<file path="src/rtl/gp_1to2_demux_reg_pkg.sv">
`default_nettype none
// ============================================================================
// Module   : gp_pkg
// Purpose  : Shared definitions for the registered 1:2 stream demultiplexer:
//            per-output buffer occupancy encoding and destination select codes.
// Macros   : none
// Revision : 1.0 - initial release
// ============================================================================
package gp_pkg;

  // Occupancy of one output's 2-entry elastic buffer.
  typedef enum logic [1:0] {
    OCC_EMPTY = 2'd0,
    OCC_ONE   = 2'd1,
    OCC_TWO   = 2'd2
  } occ_t;

  // Destination select encodings carried on in_sel.
  localparam logic SEL_A = 1'b0;
  localparam logic SEL_B = 1'b1;

endpackage : gp_pkg
`default_nettype wire

</file>
<file path="src/rtl/gp_1to2_demux_reg_if.sv">
`default_nettype none
// ============================================================================
// Interface: gp_1to2_demux_reg_if
// Purpose  : Bundles the input stream, both output streams and the optional
//            transfer counters of the 1:2 demultiplexer.
// Modports : slave  - demux view (consumes in_*, produces a_*/b_*/counts)
//            master - environment view (producer and both consumers)
// Revision : 1.0 - initial release
// ============================================================================
interface gp_1to2_demux_reg_if #(
  parameter int WIDTH     = 64,
  parameter int CNT_WIDTH = 32
);
  logic [WIDTH-1:0]     in_data;
  logic                 in_sel;
  logic                 in_valid;
  logic                 in_ready;
  logic [WIDTH-1:0]     a_data;
  logic                 a_valid;
  logic                 a_ready;
  logic [WIDTH-1:0]     b_data;
  logic                 b_valid;
  logic                 b_ready;
  logic [CNT_WIDTH-1:0] a_count;
  logic [CNT_WIDTH-1:0] b_count;

  modport slave (
    input  in_data, in_sel, in_valid, a_ready, b_ready,
    output in_ready, a_data, a_valid, b_data, b_valid, a_count, b_count
  );

  modport master (
    output in_data, in_sel, in_valid, a_ready, b_ready,
    input  in_ready, a_data, a_valid, b_data, b_valid, a_count, b_count
  );
endinterface : gp_1to2_demux_reg_if
`default_nettype wire

</file>
<file path="src/rtl/gp_1to2_demux_reg_skid_buffer.sv">
`default_nettype none
// ============================================================================
// Module   : gp_skid_buffer
// Purpose  : 2-entry elastic buffer. The head register drives o_data; a skid
//            register behind it absorbs one extra word while the consumer
//            stalls.
// Ports    : clk, rst_n       - clock, asynchronous active-low reset
//            i_push, i_data   - write a word (caller guarantees not full)
//            i_ready          - consumer accepts the head word
//            o_data, o_valid  - head word and its valid
//            o_full           - both entries occupied
// Revision : 1.0 - initial release
// ============================================================================
module gp_skid_buffer
  import gp_pkg::*;
#(
  parameter int WIDTH = 64
) (
  input  wire logic             clk,
  input  wire logic             rst_n,
  input  wire logic             i_push,
  input  wire logic [WIDTH-1:0] i_data,
  input  wire logic             i_ready,
  output logic      [WIDTH-1:0] o_data,
  output logic                  o_valid,
  output logic                  o_full
);

  occ_t             r_occ;
  logic [WIDTH-1:0] r_head;
  logic [WIDTH-1:0] r_skid;
  logic             w_pop;

  // Ready is only meaningful while a word is presented.
  assign w_pop = (r_occ != OCC_EMPTY) && i_ready;

  always_ff @(posedge clk or negedge rst_n) begin
    if (!rst_n) begin
      r_occ  <= OCC_EMPTY;
      r_head <= '0;
      r_skid <= '0;
    end else begin
      case (r_occ)
        OCC_EMPTY: begin
          if (i_push) begin
            r_head <= i_data;
            r_occ  <= OCC_ONE;
          end
        end
        OCC_ONE: begin
          if (i_push && !w_pop) begin
            r_skid <= i_data;
            r_occ  <= OCC_TWO;
          end else if (w_pop && !i_push) begin
            r_occ  <= OCC_EMPTY;
          end else if (i_push && w_pop) begin
            // Head leaves and the new word replaces it; occupancy stays 1.
            r_head <= i_data;
          end
        end
        OCC_TWO: begin
          // No push can arrive here: the upstream ready is low while full.
          if (w_pop) begin
            r_head <= r_skid;
            r_occ  <= OCC_ONE;
          end
        end
        default: r_occ <= OCC_EMPTY;
      endcase
    end
  end

  assign o_data  = r_head;
  assign o_valid = (r_occ != OCC_EMPTY);
  assign o_full  = (r_occ == OCC_TWO);

endmodule : gp_skid_buffer
`default_nettype wire

</file>
<file path="src/rtl/gp_1to2_demux_reg.sv">
`default_nettype none
// ============================================================================
// Module   : gp_1to2_demux_reg
// Purpose  : Registered 1:2 stream demultiplexer. Each accepted input word is
//            routed to output A (in_sel=0) or B (in_sel=1), each output having
//            its own 2-entry elastic buffer. 1-cycle latency, 1 word/cycle.
// Ports    : clk   - clock
//            rst_n - asynchronous active-low reset
//            bus   - gp_1to2_demux_reg_if.slave (input stream, outputs A/B,
//                    transfer counters)
// Macros   : GP_DEMUX_STATS_EN - enables a_count/b_count output transfer
//                                counters; tied to 0 when undefined.
// Revision : 1.0 - initial release
// ============================================================================
module gp_1to2_demux_reg
  import gp_pkg::*;
#(
  parameter int WIDTH     = 64,
  parameter int CNT_WIDTH = 32
) (
  input wire logic         clk,
  input wire logic         rst_n,
  gp_1to2_demux_reg_if.slave bus
);

  logic r_run;
  logic w_full_a;
  logic w_full_b;
  logic w_accept;
  logic w_push_a;
  logic w_push_b;

  // Holds in_ready low during reset and lifts it on the first edge after
  // release, without any path from the handshake inputs.
  always_ff @(posedge clk or negedge rst_n) begin
    if (!rst_n) begin
      r_run <= 1'b0;
    end else begin
      r_run <= 1'b1;
    end
  end

  // A full buffer on either side stalls the input regardless of in_sel, so
  // ready never depends on the destination of the word being offered.
  assign bus.in_ready = r_run && !w_full_a && !w_full_b;

  assign w_accept = bus.in_valid && bus.in_ready;
  assign w_push_a = w_accept && (bus.in_sel == SEL_A);
  assign w_push_b = w_accept && (bus.in_sel == SEL_B);

  gp_skid_buffer #(.WIDTH(WIDTH)) u_buf_a (
    .clk     (clk),
    .rst_n   (rst_n),
    .i_push  (w_push_a),
    .i_data  (bus.in_data),
    .i_ready (bus.a_ready),
    .o_data  (bus.a_data),
    .o_valid (bus.a_valid),
    .o_full  (w_full_a)
  );

  gp_skid_buffer #(.WIDTH(WIDTH)) u_buf_b (
    .clk     (clk),
    .rst_n   (rst_n),
    .i_push  (w_push_b),
    .i_data  (bus.in_data),
    .i_ready (bus.b_ready),
    .o_data  (bus.b_data),
    .o_valid (bus.b_valid),
    .o_full  (w_full_b)
  );

`ifdef GP_DEMUX_STATS_EN
  logic [CNT_WIDTH-1:0] r_cnt_a;
  logic [CNT_WIDTH-1:0] r_cnt_b;

  // Counters wrap naturally modulo 2^CNT_WIDTH.
  always_ff @(posedge clk or negedge rst_n) begin
    if (!rst_n) begin
      r_cnt_a <= '0;
      r_cnt_b <= '0;
    end else begin
      if (bus.a_valid && bus.a_ready) r_cnt_a <= r_cnt_a + 1'b1;
      if (bus.b_valid && bus.b_ready) r_cnt_b <= r_cnt_b + 1'b1;
    end
  end

  assign bus.a_count = r_cnt_a;
  assign bus.b_count = r_cnt_b;
`else
  assign bus.a_count = '0;
  assign bus.b_count = '0;
`endif

endmodule : gp_1to2_demux_reg
`default_nettype wire

</file>
<file path="src/flat_wrapper.sv">
// flat-port wrapper written by rule: the top's interface ports become plain ports
module gp_1to2_demux_reg_flat import gp_pkg::*;
#(
  parameter int WIDTH     = 64,
  parameter int CNT_WIDTH = 32
)
  (clk, rst_n, bus_in_data, bus_in_sel, bus_in_valid, bus_a_ready, bus_b_ready, bus_in_ready, bus_a_data, bus_a_valid, bus_b_data, bus_b_valid, bus_a_count, bus_b_count);
  gp_1to2_demux_reg_if #(.WIDTH(WIDTH), .CNT_WIDTH(CNT_WIDTH)) bus_i ();
  input wire logic clk;
  input wire logic rst_n;
  input wire logic [$bits(bus_i.in_data)-1:0] bus_in_data;
  input wire logic [$bits(bus_i.in_sel)-1:0] bus_in_sel;
  input wire logic [$bits(bus_i.in_valid)-1:0] bus_in_valid;
  input wire logic [$bits(bus_i.a_ready)-1:0] bus_a_ready;
  input wire logic [$bits(bus_i.b_ready)-1:0] bus_b_ready;
  output wire logic [$bits(bus_i.in_ready)-1:0] bus_in_ready;
  output wire logic [$bits(bus_i.a_data)-1:0] bus_a_data;
  output wire logic [$bits(bus_i.a_valid)-1:0] bus_a_valid;
  output wire logic [$bits(bus_i.b_data)-1:0] bus_b_data;
  output wire logic [$bits(bus_i.b_valid)-1:0] bus_b_valid;
  output wire logic [$bits(bus_i.a_count)-1:0] bus_a_count;
  output wire logic [$bits(bus_i.b_count)-1:0] bus_b_count;
  assign bus_i.in_data = bus_in_data;
  assign bus_i.in_sel = bus_in_sel;
  assign bus_i.in_valid = bus_in_valid;
  assign bus_i.a_ready = bus_a_ready;
  assign bus_i.b_ready = bus_b_ready;
  assign bus_in_ready = bus_i.in_ready;
  assign bus_a_data = bus_i.a_data;
  assign bus_a_valid = bus_i.a_valid;
  assign bus_b_data = bus_i.b_data;
  assign bus_b_valid = bus_i.b_valid;
  assign bus_a_count = bus_i.a_count;
  assign bus_b_count = bus_i.b_count;
  gp_1to2_demux_reg #(.WIDTH(WIDTH), .CNT_WIDTH(CNT_WIDTH)) u_core (.clk(clk), .rst_n(rst_n), .bus(bus_i));
endmodule
</file>
<file path="config.mk">
export PLATFORM = sky130hd
export DESIGN_NAME = gp_1to2_demux_reg_flat
export DESIGN_NICKNAME = d
export VERILOG_FILES = /design/src/rtl/gp_1to2_demux_reg_pkg.sv /design/src/rtl/gp_1to2_demux_reg_if.sv /design/src/rtl/gp_1to2_demux_reg_skid_buffer.sv /design/src/rtl/gp_1to2_demux_reg.sv /design/src/flat_wrapper.sv
export SDC_FILE = /design/constraint.sdc
export NUM_CORES = 1
export LEC_CHECK = 0
export ABC_AREA = 1
export CORE_MARGIN = 2
export CORE_UTILIZATION = 51
export CTS_BUF_LIST = sky130_fd_sc_hd__clkbuf_16
export DETAILED_ROUTE_END_ITERATION = 12
export HOLD_SLACK_MARGIN = 0.02
export PLACE_DENSITY_LB_ADDON = 0.08
export REMOVE_ABC_BUFFERS = 1
export SYNTH_ARGS = -nofsm -noshare
export SYNTH_HDL_FRONTEND = slang
export SYNTH_SLANG_ARGS = --single-unit
</file>
<file path="constraint.sdc">
create_clock -name clk -period 2.2 [get_ports clk]
set_input_delay 0.44 -clock clk [delete_from_list [all_inputs] [get_ports clk]]
set_output_delay 0.44 -clock clk [all_outputs]
set_load 0.01 [all_outputs]
</file>
==> out/qor.yml <==
pwr:
  total_power_mw: 22.5
  p_leak_nw: 7.57
  power.density_nw_per_um2: 1430
  vdd_drop_max_uv: 677
yosys:
  syn-cell-area_um2: 12300
  synth.most_common_cell: "nand2_1"
  synth-main-ff-cell: "dfrtp_1"
  synth_seq_cells: 261
  synth_top_area_frac: 0.530
  yosysWarningCount: 0
  synth_fa_ha_area_frac: 0.00610
  synth_compound_area_frac: 0.106
  syn-instance-count: 1454
  synth_commonest_cells: "nand2_1, dfrtp_1, o21ai_0, nand4_1, inv_1"
  synth.mux.area_fraction: 0
  synth_area_leaders: "dfrtp_1, nand2_1, o21ai_0"
  yosysSeqAreaShare: 0.530
  yosysUniqueCellTypes: 25
  syn_area_per_cell_um2: 8.47
  synthSimpleGateAreaFrac: 0.238
  synth_top_family_by_area: "simple AND/OR/NAND/NOR gates"
  synth_xor_area_frac: 0
  synth_edf_count: 0
  postSynth.asyncResetShare: 1.00
  yosysTopAreaCell: "dfrtp_1"
global_routing:
  antenna_found_initial: 0
  grt_start_max_net_pins: 130
  first_global_vias: 9901
  overflow: 0
  grtUsageTotal: 0.255
  grt_pass1_wl_mm: 53.1
sta:
  drv_slew: 0
  skew_ns: 0.00785
  setup_viol: 0
  max_freq_mhz: 473
  hold_violations: 0
  whs_ns: 0.401
  period_share: 0.962
  fin_crit_ns: 2.12
  worstMarginPinSlew_ns: 0.710
  relSlewSlack: 0.527
detailed_routing:
  drt_iter0_markers: 723
  drt-total-wl_mm: 33.3
  vias: 10500
  avgViaCountPerCell: 5.32
  ant_nets: 0
  drt_pass1_iterations: 7
  wl_per_cell_um: 16.9
  drc_errors: 0
floorplanning:
  rows: 56
  core_um2: 23600
  dieArea_um2: 25400
  io_pins: 265
  die_h_um: 159
  die_width_um: 159
  start_util: 0.521
cells_and_area:
  drive_above_1_share: 0.0810
  final_nets: 1709
  syn_to_final_growth_pct: 27.5
  diodes: 0
placed_design:
  place_congestion: 0.773
  port_buffers: 200
  hpwl_mm: 20.1
clocking:
  cts-root-buf: "clkbuf_16"
  tritoncts: "yes"
  cts_max_path_buffers: 3
  cts_sinks: 261
  clk_pin_slew_ns: 0.06
  htreeDepth: 1
  clk_latency_ns: 0.54
  cts_buffers: 28
setup_path:
  start_kind: "flop"
  crit_path_end_kind: "flop"
  cp_data_required_time_ns: 2.62
  critical_path_class: "flop to flop"
  cp.arrival_ns: 2.54
  ff2ff_path_depth: 11
  cp_max_fo: 12
worst_hold_path:
  hp-class: "input port to async pin"
run_status:
  status: "completed"
job:
  drv_cap: 0
## cell type report
class	count	area, µm²
clock inverter	23	268
multi-input combinational	999	4620
timing repair buffer	260	2830
sequential	261	6540
fill	1988	7910
clock buffer	29	726
inverter	83	319
tap	319	399
## worst paths after layout
path,from,end,slack (ns)
setup / recovery,u_core.u_buf_b.r_occ[0],u_core.u_buf_a.o_data[48],0.08
hold reg to reg,u_core.u_buf_b.o_data[51],u_core.u_buf_b.o_data[51],0.47
min in group clk,u_core.u_buf_b.o_data[51],u_core.u_buf_b.o_data[51],0.47
max in group asynchronous,rst_n,u_core.u_buf_a.o_data[10],1.10
hold / removal,rst_n,u_core.u_buf_b.o_data[4],0.40
setup reg to reg,u_core.u_buf_b.r_occ[0],u_core.u_buf_a.o_data[48],0.08
## per-stage QoR
step	setup WS, ns	TNS (ns)	cells	area (µm²)	util
floorplan	-1.43	-231.23	1343	11400	-
global placement	-0.132	-19.62	1910	14500	0.614
detailed placement	-0.190	-30.61	1910	14500	0.614
CTS	0.00110	0	1964	15500	0.658
global route	-0.0267	-0.399	1974	15700	0.665
finish	0.0841	0	1974	15700	0.665
## cell usage in the layout, fill, tap and decap left out, types with 4 or more instances in the layout
cell / count
clkinv_2: 9
conb_1: 65
clkinv_1: 4
buf_4: 31
bufinv_16: 6
clkbuf_16: 33
o21ai_0: 228
nand2_1: 516
dfrtp_1: 258
inv_1: 78
ha_1: 5
clkdlybuf4s50_1: 196
nand2_4: 6
nand4_1: 130
buf_12: 24
nor2_1: 4
o21ai_1: 29
## routing by layer
metal  GRT usage  share of wire  vias up
li1            -              -     5005
met1       0.363           0.43     5013
met2       0.414           0.48      438
met3      0.0354          0.069       51
met4      0.0649          0.020        0
met5           0              0        -
## flip-flops by register name (all words and copies together), names as in the netlist
| name | flops |
|---|---|
| u_core.u_buf_b.r_occ | 2 |
| u_core.u_buf_a.r_skid | 64 |
| u_core.u_buf_b.r_skid | 64 |
| u_core.r_run | 1 |
| u_core.u_buf_a.o_data | 64 |
| u_core.u_buf_b.o_data | 64 |
| u_core.u_buf_a.r_occ | 2 |
## kinds of logic after synthesis
group,count (synthesis)
AND/OR/NAND/NOR,669
flip-flops,261
AO/OA/AOI/OAI,259
adder cells (fa/ha/maj),6
other,2
buffers and inverters,257
## power by group
part	switching (mW)	internal, mW
clock	1.97	3.09
sequential	1.44	7.17
combinational	4.66	4.20
total	8.07	14.5
## critical path, cell delays in order (launching register included)
cell	delay [ns]
dfrtp_2	0.39
inv_2	0.08
a21oi_4	0.21
nand4_4	0.14
ha_4	0.19
nor2_2	0.10
nand3b_1	0.14
nand2_4	0.14
nand3_4	0.23
clkbuf_16	0.27
nand2_1	0.06
nand2_1	0.05
## what timing repair did
action | CTS | global route
hold buffers | 1 | 0
endpoints found under the hold margin | 40 | 0
resized for setup | 8 | 5
setup buffers | 1 | 7
setup endpoints to repair | 3 | 28
cloned | 0 | 4
pin swaps | 0 | 5
(Power assumes the default switching activity.)
